$ cat src/rtl/lsu.sv
// Load/store unit: runs one request/grant/rvalid bus transaction per
// decoder load/store, aligns store data, builds byte enables, extracts and
// extends load data, and flags misaligned accesses, bus errors and timeouts.
module lsu #(
  parameter int DATA_WIDTH     = 32,
  parameter int TIMEOUT_CYCLES = 0
) (
  input  logic                  clk,
  input  logic                  rst,
  input  logic                  data_req_i,
  input  logic                  data_we_i,
  input  logic [1:0]            data_type_i,
  input  logic                  data_sign_ext_i,
  input  logic [DATA_WIDTH-1:0] addr_i,
  input  logic [DATA_WIDTH-1:0] wdata_i,
  output logic                  busy_o,
  output logic                  done_o,
  output logic [DATA_WIDTH-1:0] rdata_o,
  output logic                  misaligned_o,
  output logic                  bus_err_o,
  output logic                  mem_req_o,
  input  logic                  mem_gnt_i,
  output logic [DATA_WIDTH-1:0] mem_addr_o,
  output logic                  mem_we_o,
  output logic [3:0]            mem_be_o,
  output logic [DATA_WIDTH-1:0] mem_wdata_o,
  input  logic                  mem_rvalid_i,
  input  logic [DATA_WIDTH-1:0] mem_rdata_i,
  input  logic                  mem_err_i
);

  localparam logic [1:0] IDLE = 2'd0;
  localparam logic [1:0] REQ  = 2'd1;
  localparam logic [1:0] WAIT = 2'd2;
  localparam logic [1:0] DONE = 2'd3;

  // Counter only needs to reach TIMEOUT_CYCLES-1.
  localparam int CNT_W = (TIMEOUT_CYCLES > 1) ? $clog2(TIMEOUT_CYCLES) : 1;
  localparam logic [CNT_W-1:0] CNT_LAST = (TIMEOUT_CYCLES > 0) ? CNT_W'(TIMEOUT_CYCLES - 1) : '0;

  logic [1:0]            state_r;
  logic [1:0]            state_nx_s;
  logic                  we_r;
  logic [1:0]            type_r;
  logic                  sign_r;
  logic [1:0]            off_r;
  logic [CNT_W-1:0]      cnt_r;
  logic                  done_r;
  logic [DATA_WIDTH-1:0] rdata_r;
  logic                  mis_r;
  logic                  err_r;
  logic                  mem_req_r;
  logic [DATA_WIDTH-1:0] mem_addr_r;
  logic                  mem_we_r;
  logic [3:0]            mem_be_r;
  logic [DATA_WIDTH-1:0] mem_wdata_r;

  logic                  misaligned_s;
  logic [3:0]            be_raw_s;
  logic [3:0]            be_s;
  logic [DATA_WIDTH-1:0] wdata_s;
  logic [DATA_WIDTH-1:0] shifted_s;
  logic [DATA_WIDTH-1:0] extract_s;
  logic                  timeout_s;

  // Request decode: alignment check, byte enables and lane-replicated store data.
  always_comb begin
    misaligned_s = 1'b0;
    be_raw_s     = 4'b0000;
    wdata_s      = wdata_i;
    case (data_type_i)
      2'b00: begin
        be_raw_s = 4'b0001 << addr_i[1:0];
        wdata_s  = {4{wdata_i[7:0]}};
      end
      2'b01: begin
        misaligned_s = addr_i[0];
        be_raw_s     = 4'b0011 << addr_i[1:0];
        wdata_s      = {2{wdata_i[15:0]}};
      end
      2'b10: begin
        misaligned_s = (addr_i[1:0] != 2'b00);
        be_raw_s     = 4'b1111;
        wdata_s      = wdata_i;
      end
      default: begin
        misaligned_s = 1'b1;
      end
    endcase
    // Loads present no byte enables on the bus; the whole word is returned.
    if (data_we_i) begin
      be_s = be_raw_s;
    end else begin
      be_s = 4'b0000;
    end
  end

  // Load data extraction: move the addressed lane down, then extend.
  always_comb begin
    shifted_s = mem_rdata_i >> {off_r, 3'b000};
    case (type_r)
      2'b00: begin
        if (sign_r) begin
          extract_s = {{24{shifted_s[7]}}, shifted_s[7:0]};
        end else begin
          extract_s = {24'h000000, shifted_s[7:0]};
        end
      end
      2'b01: begin
        if (sign_r) begin
          extract_s = {{16{shifted_s[15]}}, shifted_s[15:0]};
        end else begin
          extract_s = {16'h0000, shifted_s[15:0]};
        end
      end
      default: begin
        extract_s = shifted_s;
      end
    endcase
  end

  // Timeout detection: fires in the cycle the REQ/WAIT budget is used up.
  always_comb begin
    if (TIMEOUT_CYCLES > 0) begin
      timeout_s = ((state_r == REQ) || (state_r == WAIT)) && (cnt_r == CNT_LAST);
    end else begin
      timeout_s = 1'b0;
    end
  end

  // Next-state logic; a timeout takes precedence over grant or response.
  always_comb begin
    state_nx_s = state_r;
    case (state_r)
      IDLE: begin
        if (data_req_i) begin
          if (misaligned_s) begin
            state_nx_s = DONE;
          end else begin
            state_nx_s = REQ;
          end
        end else begin
          state_nx_s = IDLE;
        end
      end
      REQ: begin
        if (timeout_s) begin
          state_nx_s = DONE;
        end else if (mem_gnt_i) begin
          state_nx_s = WAIT;
        end else begin
          state_nx_s = REQ;
        end
      end
      WAIT: begin
        if (timeout_s || mem_rvalid_i) begin
          state_nx_s = DONE;
        end else begin
          state_nx_s = WAIT;
        end
      end
      DONE: begin
        state_nx_s = IDLE;
      end
      default: begin
        state_nx_s = IDLE;
      end
    endcase
  end

  // State, latched request fields, bus outputs and completion results.
  always_ff @(posedge clk or posedge rst) begin
    if (rst) begin
      state_r     <= IDLE;
      we_r        <= 1'b0;
      type_r      <= 2'b00;
      sign_r      <= 1'b0;
      off_r       <= 2'b00;
      cnt_r       <= '0;
      done_r      <= 1'b0;
      rdata_r     <= '0;
      mis_r       <= 1'b0;
      err_r       <= 1'b0;
      mem_req_r   <= 1'b0;
      mem_addr_r  <= '0;
      mem_we_r    <= 1'b0;
      mem_be_r    <= 4'b0000;
      mem_wdata_r <= '0;
    end else begin
      state_r <= state_nx_s;
      done_r  <= (state_nx_s == DONE);
      // Results are only ever non-zero during the DONE cycle.
      rdata_r <= '0;
      mis_r   <= 1'b0;
      err_r   <= 1'b0;
      case (state_r)
        IDLE: begin
          if (data_req_i) begin
            if (misaligned_s) begin
              mis_r <= 1'b1;
            end else begin
              we_r        <= data_we_i;
              type_r      <= data_type_i;
              sign_r      <= data_sign_ext_i;
              off_r       <= addr_i[1:0];
              cnt_r       <= '0;
              mem_req_r   <= 1'b1;
              mem_addr_r  <= {addr_i[DATA_WIDTH-1:2], 2'b00};
              mem_we_r    <= data_we_i;
              mem_be_r    <= be_s;
              mem_wdata_r <= wdata_s;
            end
          end
        end
        REQ: begin
          cnt_r <= cnt_r + 1'b1;
          if (timeout_s) begin
            err_r     <= 1'b1;
            mem_req_r <= 1'b0;
          end else if (mem_gnt_i) begin
            mem_req_r <= 1'b0;
          end
        end
        WAIT: begin
          cnt_r <= cnt_r + 1'b1;
          if (timeout_s) begin
            err_r <= 1'b1;
          end else if (mem_rvalid_i) begin
            if (mem_err_i) begin
              err_r <= 1'b1;
            end else if (!we_r) begin
              rdata_r <= extract_s;
            end
          end
        end
        DONE: begin
          mem_req_r <= 1'b0;
        end
        default: begin
          mem_req_r <= 1'b0;
        end
      endcase
    end
  end

  assign busy_o       = ((state_r == IDLE) && data_req_i) || (state_r == REQ) || (state_r == WAIT);
  assign done_o       = done_r;
  assign rdata_o      = rdata_r;
  assign misaligned_o = mis_r;
  assign bus_err_o    = err_r;
  assign mem_req_o    = mem_req_r;
  assign mem_addr_o   = mem_addr_r;
  assign mem_we_o     = mem_we_r;
  assign mem_be_o     = mem_be_r;
  assign mem_wdata_o  = mem_wdata_r;

endmodule
$ cat config.mk
export PLATFORM = sky130hd
export DESIGN_NAME = lsu
export DESIGN_NICKNAME = d
export VERILOG_FILES = /design/src/rtl/lsu.sv
export SDC_FILE = /design/constraint.sdc
export NUM_CORES = 1
export LEC_CHECK = 0
export CAP_MARGIN = 20
export CORE_MARGIN = 2
export CORE_UTILIZATION = 43
export CTS_CLUSTER_DIAMETER = 60
export DETAILED_ROUTE_END_ITERATION = 10
export PLACE_DENSITY = 0.88
export RECOVER_POWER = 50
export SLEW_MARGIN = 0
export SYNTH_ARGS = -nofsm -noshare
export SYNTH_HDL_FRONTEND = slang
export SYNTH_SLANG_ARGS = --single-unit
export TNS_END_PERCENT = 30
$ cat constraint.sdc
create_clock -name clk -period 5.2 [get_ports clk]
set_input_delay 1.04 -clock clk [delete_from_list [all_inputs] [get_ports clk]]
set_output_delay 1.04 -clock clk [all_outputs]
set_load 0.01 [all_outputs]
==> summary.txt, run 1 <==
Status
  – Status: completed

Global routing
  – Tot GR Track Use: 21.8%
  – Vias in the first global route: 4269
  – First-pass GRT wire length: 21600 um
  – Global route overflow: 0
  – Initial antenna violation count: 0
  – Largest net degree at the start of global routing: 80

Drt
  – Post-route ant nets: 0
  – Top routing layer in use: met4
  – Met1 Wirelength: 5200 um
  – Via count: 3964
  – DRC Markers: 0
  – Drt pass-1 iters: 5
  – Final WL: 13600 um
  – Initial detailed-routing violation count: 156
  – WL met2: 6680 um
  – Vias/cell: 5.38
  – DR WL/cell: 18.4 um
  – Wire length on met3: 1330 um

Floorplan
  – Core area: 11400 sq um
  – Die ar.: 12600 sq um
  – Initial Util: 44.2%
  – Std cell rows: 39
  – Die Ht: 112 um
  – I/O Pins: 212
  – Horiz. Die Dim: 112 um

Worst setup path
  – Crit path DAT: 2.36 ns
  – Largest stage delay on the critical path: 0.57 ns
  – CP Launch Type: primary input
  – Family with the most delay on the worst path: buffers and inverters
  – Endpoint class of the critical path: output pin
  – CP Buf/Inv Count: 2
  – Worst-path fanout max: 3
  – WP data required: 4.16 ns
  – CP Cell Sequence: dlygate4sd3_1, nor3_1, a21oi_1, clkdlybuf4s50_1
  – R2R Setup Slk: 2.91 ns
  – Kind of critical path: in2out
  – CP max-delay cell: dlygate4sd3_1

STA
  – Max Slew Vio Count: 0
  – Least-Margin Pin Slew: 0.979 ns
  – Crit path time final: 3.40 ns
  – Slew margin rel.: 34.7%
  – Fmax: 0.294 GHz
  – Final hold vios: 0
  – # setup viols final: 0
  – Layout Skew: 0.00706 ns
  – PnR worst setup slack: 1.80 ns
  – Setup TNS: 0 ns
  – Min Hold Slack: 0.476 ns
  – Tcrit/Tclk final: 65.4%
  – RSZ-0062 raised after global routing: no

Run
  – Maximum capacitance violations: 0

Power and ir drop
  – Worst VDD drop: 0.000306 V
  – Pwr per Cell Area: 474 nW/um^2
  – Total Power: 3.56 mW
  – Pleak: 3.33 nW

Logic synthesis
  – Post-Syn Area: 5040 sq um
  – Dominant synthesized flop cell: dfrtp_1
  – Sequential fraction of the synthesis area: 54.6%
  – #FFs+latches synth: 110
  – Yosys cell types: 46
  – Synth async-reset ratio: 100%
  – Mapped Cells: 394
  – Synth warnings: 0
  – Avg Cell Area, Syn: 12.8 sq um
  – Post-synth EDFFs: 0

Finish
  – FILL cells: 862
  – Area of the multi-input gates: 2110 sq um
  – Final Net Count: 695
  – Antenna Cells: 0
  – Synth-to-layout area growth: 49.0%
  – FF+latch area: 2750 sq um
  – Share of cells above drive strength 1: 11.1%

Clock network
  – # H-tree levels: 3
  – Clock-pin slew of the registers on the worst-case setup and hold paths: 0.08 ns
  – Cts hold-fix bufs: 0
  – Clk_lat worst skew: 0.34 ns
  – CTS sink count: 110
  – Clock Tree Buf Depth: 2
  – CTS tree: yes
  – CTS Buf Count: 9
  – Post-CTS Setup Inserts: 0
  – Root Driver: clkbuf_16
  – Post-cts sizing count: 0

Placement
  – RD Place Congestion: 0.854
  – Worst slack, placed: 1.60 ns
  – DP Wirelength: 10200 um
  – Input/output buffers: 209

Worst hold path
  – Worst min-delay path class: reg2reg
-- routing by layer --
| metal | GRT usage [%] | up-vias |
|---|---|---|
| met5 | 0 | - |
| met4 | 8.78 | 0 |
| met3 | 8.10 | 27 |
| met2 | 37.5 | 190 |
| met1 | 24.6 | 1936 |
| li1 | - | 1811 |
-- synthesized netlist by cell type, types with 4 or more instances --
| cell | n | area, sq um |
|---|---|---|
| mux2i_1 | 18 | 180 |
| nand2_1 | 13 | 48.8 |
| buf_2 | 11 | 55.1 |
| mux2_2 | 35 | 394 |
| a21oi_1 | 11 | 55.1 |
| inv_1 | 6 | 22.5 |
| a211oi_1 | 7 | 52.6 |
| nor2_1 | 11 | 41.3 |
| nand4_1 | 8 | 50.1 |
| dfrtp_1 | 110 | 2750 |
| nand3_1 | 9 | 45.0 |
| mux2_1 | 66 | 743 |
| o21ai_1 | 10 | 50.1 |
| clkbuf_1 | 10 | 37.5 |
| o21ai_0 | 18 | 90.1 |
| a32oi_1 | 8 | 70.1 |
| buf_1 | 4 | 15.0 |
| buf_6 | 4 | 45.0 |
-- cells in the final DEF (no fill, tap or decap), types with 2 or more instances in the layout --
cell type        instances
o21ai_0                 18
and3b_1                  2
inv_6                    3
conb_1                   2
dlygate4sd3_1           84
o21ba_2                  2
clkdlybuf4s50_1        125
buf_4                    5
clkbuf_16                9
and2_0                   2
clkinv_4                 2
mux2i_1                 18
a211oi_1                 7
nor3_1                   2
o21a_1                   2
dfrtp_1                110
nor2b_1                  2
inv_1                    5
nand3_1                  9
mux2_2                  35
o21ai_1                 10
mux2_1                  66
a32oi_1                  8
nand4_1                  8
a21oi_1                 11
nor2_1                  11
nand2_1                 13
nor3b_1                  2
-- cell families after synthesis --
kind of cell | count (synthesis) | share of synthesized area, %
AO/OA/AOI/OAI | 63 | 7.86
flip-flops | 110 | 54.6
multiplexers | 121 | 26.9
buffers and inverters | 37 | 3.77
other | 1 | 0.0743
XOR/XNOR | 1 | 0.174
AND/OR/NAND/NOR | 61 | 6.70
-- worst paths after layout --
path,start,end,cells after the start
hold reg to reg,mem_req_o$_DFFE_PP0P_,mem_req_o$_DFFE_PP0P_,2
min in group asynchronous,rst,mem_addr_o[12]$_DFFE_PP0P_,2
hold / removal,mem_req_o$_DFFE_PP0P_,mem_req_o$_DFFE_PP0P_,2
setup / recovery,data_req_i,busy_o,4
max in group asynchronous,rst,rdata_o[14]$_DFF_PP0_,3
setup reg to reg,off_r[1]$_DFFE_PP0P_,rdata_o[20]$_DFF_PP0_,4
-- per-stage QoR --
stage	instance area, sq um	std cells	utilization [%]
floorplan	5050	395	-
global placement	7200	721	63.1
detailed placement	7200	721	63.1
CTS	7510	737	65.8
global route	7510	737	65.8
finish	7510	737	65.8
-- state kept, by name, summed over array words and instances (netlist names) --
register,flops
mem_wdata_o,32
rdata_o,32
mem_addr_o,30
mem_be_o,4
off_r,2
state_r,2
type_r,2
bus_err_o,1
done_o,1
mem_req_o,1
mem_we_o,1
misaligned_o,1
sign_r,1
-- report_power, final --
group          internal [mW]  total, mW  switching [mW]
registers               1.16       1.40           0.236
clock network          0.385      0.712           0.327
logic                  0.818       1.45           0.630
total                   2.37       3.56            1.19
-- worst min-delay path: cells and delay by family (launching register included) --
family           cells  cell delay (ns)
flip-flops           1             0.34
AND/OR/NAND/NOR      2             0.11
-- area by class of cell --
type / instances / area share (%)
Clock buffer: 9 / 3.00
Clock inverter: 7 / 1.20
Inverter: 6 / 0.333
Multi-Input combinational cell: 248 / 28.1
Sequential cell: 110 / 36.6
Tap cell: 143 / 2.38
Timing Repair Buffer: 214 / 28.3
Power figures use the tool's default switching activity.
==> run 2, diff against run 1 <==
Settings changed: CORE_UTILIZATION 43 to 39, PLACE_DENSITY 0.88 to 0.84.
Clock period 5.2 ns to 3.1 ns, I/O delays scaled along.
==> run 2 against run 1 <==
Setup slack lost 1.3 ns. Critical endpoint unchanged. Critical path type unchanged. Total power grew 70%. Via count shrank 0.66%. Critical path depth is the same.
==> summary.txt, run 2 (synthesis gave the netlist of run 1 again) <==
Status
  – Status: completed

Run
  – Maximum capacitance violations: 0 (unchanged)

Worst setup path
  – CP Launch Type: primary input
  – Family with the most delay on the worst path: buffers and inverters
  – Crit path DAT: 1.95 ns (-0.41 ns)
  – CP Buf/Inv Count: 2 (unchanged)
  – Crit path depth: 4 (unchanged)
  – Kind of critical path: in2out
  – FF-to-FF path depth: 4 (unchanged)
  – CP max-delay cell: dlygate4sd3_1
  – Endpoint class of the critical path: output pin
  – CP Cell Sequence: dlygate4sd3_1, nor3_1, a21oi_1, clkdlybuf4s50_1
  – Worst-path fanout max: 3 (unchanged)
  – WP data required: 2.48 ns (-1.68 ns)
  – Largest stage delay on the critical path: 0.58 ns (about the same)

Power and ir drop
  – Pwr per Cell Area: 800 nW/um^2 (+69%)
  – Total Power: 6.06 mW (+70%)
  – Comb pwr share: 42.6% (+1.9 points)
  – Pleak: 3.30 nW (-0.90%)
  – Clock power share: 19.2% (-0.8 points)
  – Flop pwr share: 38.2% (-1.1 points)
  – Switching power: 1.99 mW (+67%)
  – Worst VDD drop: 0.000438 V (+43%)
  – Switching share of power: 32.9% (-0.61 points)
  – Internal power: 4.07 mW (+72%)

Finish
  – Final std cells w/o fill: 770 (+4.5%)
  – Most common cell after layout, fill and taps aside: clkdlybuf4s50_1
  – Final Net Count: 700 (+0.72%)
  – Antenna Cells: 0 (unchanged)
  – Synth-to-layout area growth: 50.2%
  – Share of cells above drive strength 1: 11.5% (+0.43 points)
  – Final core occ: 60.0% (-5.8 points)
  – Commonest cells after routing, fill and taps aside: 167 x clkdlybuf4s50_1, 110 x dfrtp_1, 66 x mux2_1, 42 x dlygate4sd3_1, 35 x mux2_2
  – Finished Cell Area: 7580 sq um (+0.83%)

STA
  – RSZ-0062 raised after global routing: no
  – Fmax: 0.389 GHz
  – # setup viols final: 0 (unchanged)
  – Final hold vios: 0 (unchanged)
  – Tcrit/Tclk final: 83.0%
  – Layout Skew: 0.00767 ns (+0.000612 ns)
  – Max Slew Vio Count: 0 (unchanged)
  – Slew margin rel.: 0.261% (-34 points)
  – Crit path time final: 2.57 ns
  – Least-Margin Pin Slew: 1.50 ns (+0.517 ns)
  – Setup TNS: 0 ns (unchanged)

Drt
  – Via count: 3938 (-0.66%)
  – Post-route ant nets: 0 (unchanged)
  – Top routing layer in use: met4
  – Vias/cell: 5.11 (-4.9%)
  – Final WL: 13700 um (+1.4%)
  – DRC Markers: 0 (unchanged)
  – Drt pass-1 iters: 4 (-1)
  – Wire length on met3: 1160 um (-13%)
  – WL met2: 6730 um (+0.72%)
  – Met1 Wirelength: 5500 um (+5.9%)
  – Initial detailed-routing violation count: 256 (+64%)
  – DR WL/cell: 17.8 um (-2.9%)

Clock network
  – CTS Buf Count: 9 (unchanged)
  – Cts hold-fix bufs: 0 (unchanged)
  – Clock Tree Buf Depth: 2 (unchanged)
  – CTS tree: yes
  – Root Driver: clkbuf_16
  – Post-CTS Setup Inserts: 0 (unchanged)
  – Clk_lat worst skew: 0.35 ns (about the same)
  – Post-cts sizing count: 0 (unchanged)
  – # H-tree levels: 3 (unchanged)
  – CTS sink count: 110 (unchanged)
  – Clock-pin slew of the registers on the worst-case setup and hold paths: 0.07 ns (about the same)

Floorplan
  – Die ar.: 13900 sq um (+9.9%)
  – Die Ht: 118 um (+4.8%)
  – Horiz. Die Dim: 118 um (+4.8%)
  – Initial Util: 40.0% (-4.2 points)
  – I/O Pins: 212 (unchanged)
  – Std cell rows: 41 (+5.1%)
  – Core area: 12600 sq um (+11%)

Global routing
  – Initial antenna violation count: 0 (unchanged)
  – Vias in the first global route: 4226 (-1.0%)
  – Global route overflow: 0 (unchanged)
  – First-pass GRT wire length: 22200 um (+2.9%)
  – Largest net degree at the start of global routing: 111 (+39%)
  – Tot GR Track Use: 20.1% (-1.7 points)

Placement
  – Cell Area, Placed: 7300 sq um (+1.4%)
  – DP Cell Count: 755 (+4.7%)
  – RD Place Congestion: 0.812 (-4.9%)
  – DP Wirelength: 10300 um (+1.0%)
  – Input/output buffers: 209 (unchanged)

Worst hold path
  – WHS Path Cells: 1 (-1)
  – Worst min-delay path class: reg2reg
-- run 2: cell types whose count changed in the layout (fill, tap and decap cells not counted), sizes merged --
| cell | previous run | this run |
|---|---|---|
| inv | 9 | 8 |
| buf | 5 | 8 |
| clkbuf | 9 | 11 |
| clkinvlp | 0 | 1 |
| dlygate4sd3 | 84 | 42 |
| clkinv | 3 | 2 |
| clkdlybuf4s50 | 125 | 167 |
-- run 2: metal layers --
| metal | GRT usage [%] | up-vias |
|---|---|---|
| met2 | 33.8 | 189 |
| met4 | 8.36 | 0 |
| li1 | - | 1818 |
| met3 | 6.64 | 27 |
| met5 | 0 | - |
| met1 | 23.6 | 1904 |
-- run 2: area by class of cell --
cell class	instances	area, sq um
clock inverter	6	68.8
sequential	110	2750
clock buffer	9	225
tap	172	215
inverter	6	26.3
multi-input combinational	248	2110
timing repair buffer	219	2180
fill	1048	5040
-- run 2: worst reg2reg max path, cell delays in order (launching register included) --
cell and delay, ns:
dfrtp_1 0.61, and2b_1 0.38, a222oi_1 0.34, buf_4 0.26
o21ai_0 0.12
-- run 2: power by group through the flow --
stage | Clock, mW | Combinational [mW] | Sequential (mW)
after detailed placement | 0 | 2.63 | 2.35
after floorplan | 0 | 1.13 | 2.46
after CTS | 1.20 | 2.64 | 2.33
after global placement | 0 | 2.57 | 2.31
after global routing | 1.26 | 2.78 | 2.40
final | 1.16 | 2.58 | 2.32
-- run 2: per-stage QoR --
| stage | setup slack, ns | hold WS (ns) |
|---|---|---|
| floorplan | 1.15 | 0.486 |
| detailed placement | 0.603 | 0.481 |
| CTS | 0.605 | 0.496 |
| global placement | 0.634 | 0.464 |
| finish | 0.528 | 0.486 |
| global route | 0.499 | 0.513 |
-- run 2: final timing paths --
path | endpoint | from | slack (ns)
max | busy_o | data_req_i | 0.53
min | mem_wdata_o[11]$_DFFE_PP0P_ | mem_wdata_o[11]$_DFFE_PP0P_ | 0.49
min in group asynchronous | rdata_o[16]$_DFF_PP0_ | rst | 1.33
max in group asynchronous | mem_wdata_o[27]$_DFFE_PP0P_ | rst | 0.84
max reg2reg | rdata_o[18]$_DFF_PP0_ | off_r[0]$_DFFE_PP0P_ | 1.23
min reg2reg | mem_wdata_o[11]$_DFFE_PP0P_ | mem_wdata_o[11]$_DFFE_PP0P_ | 0.49
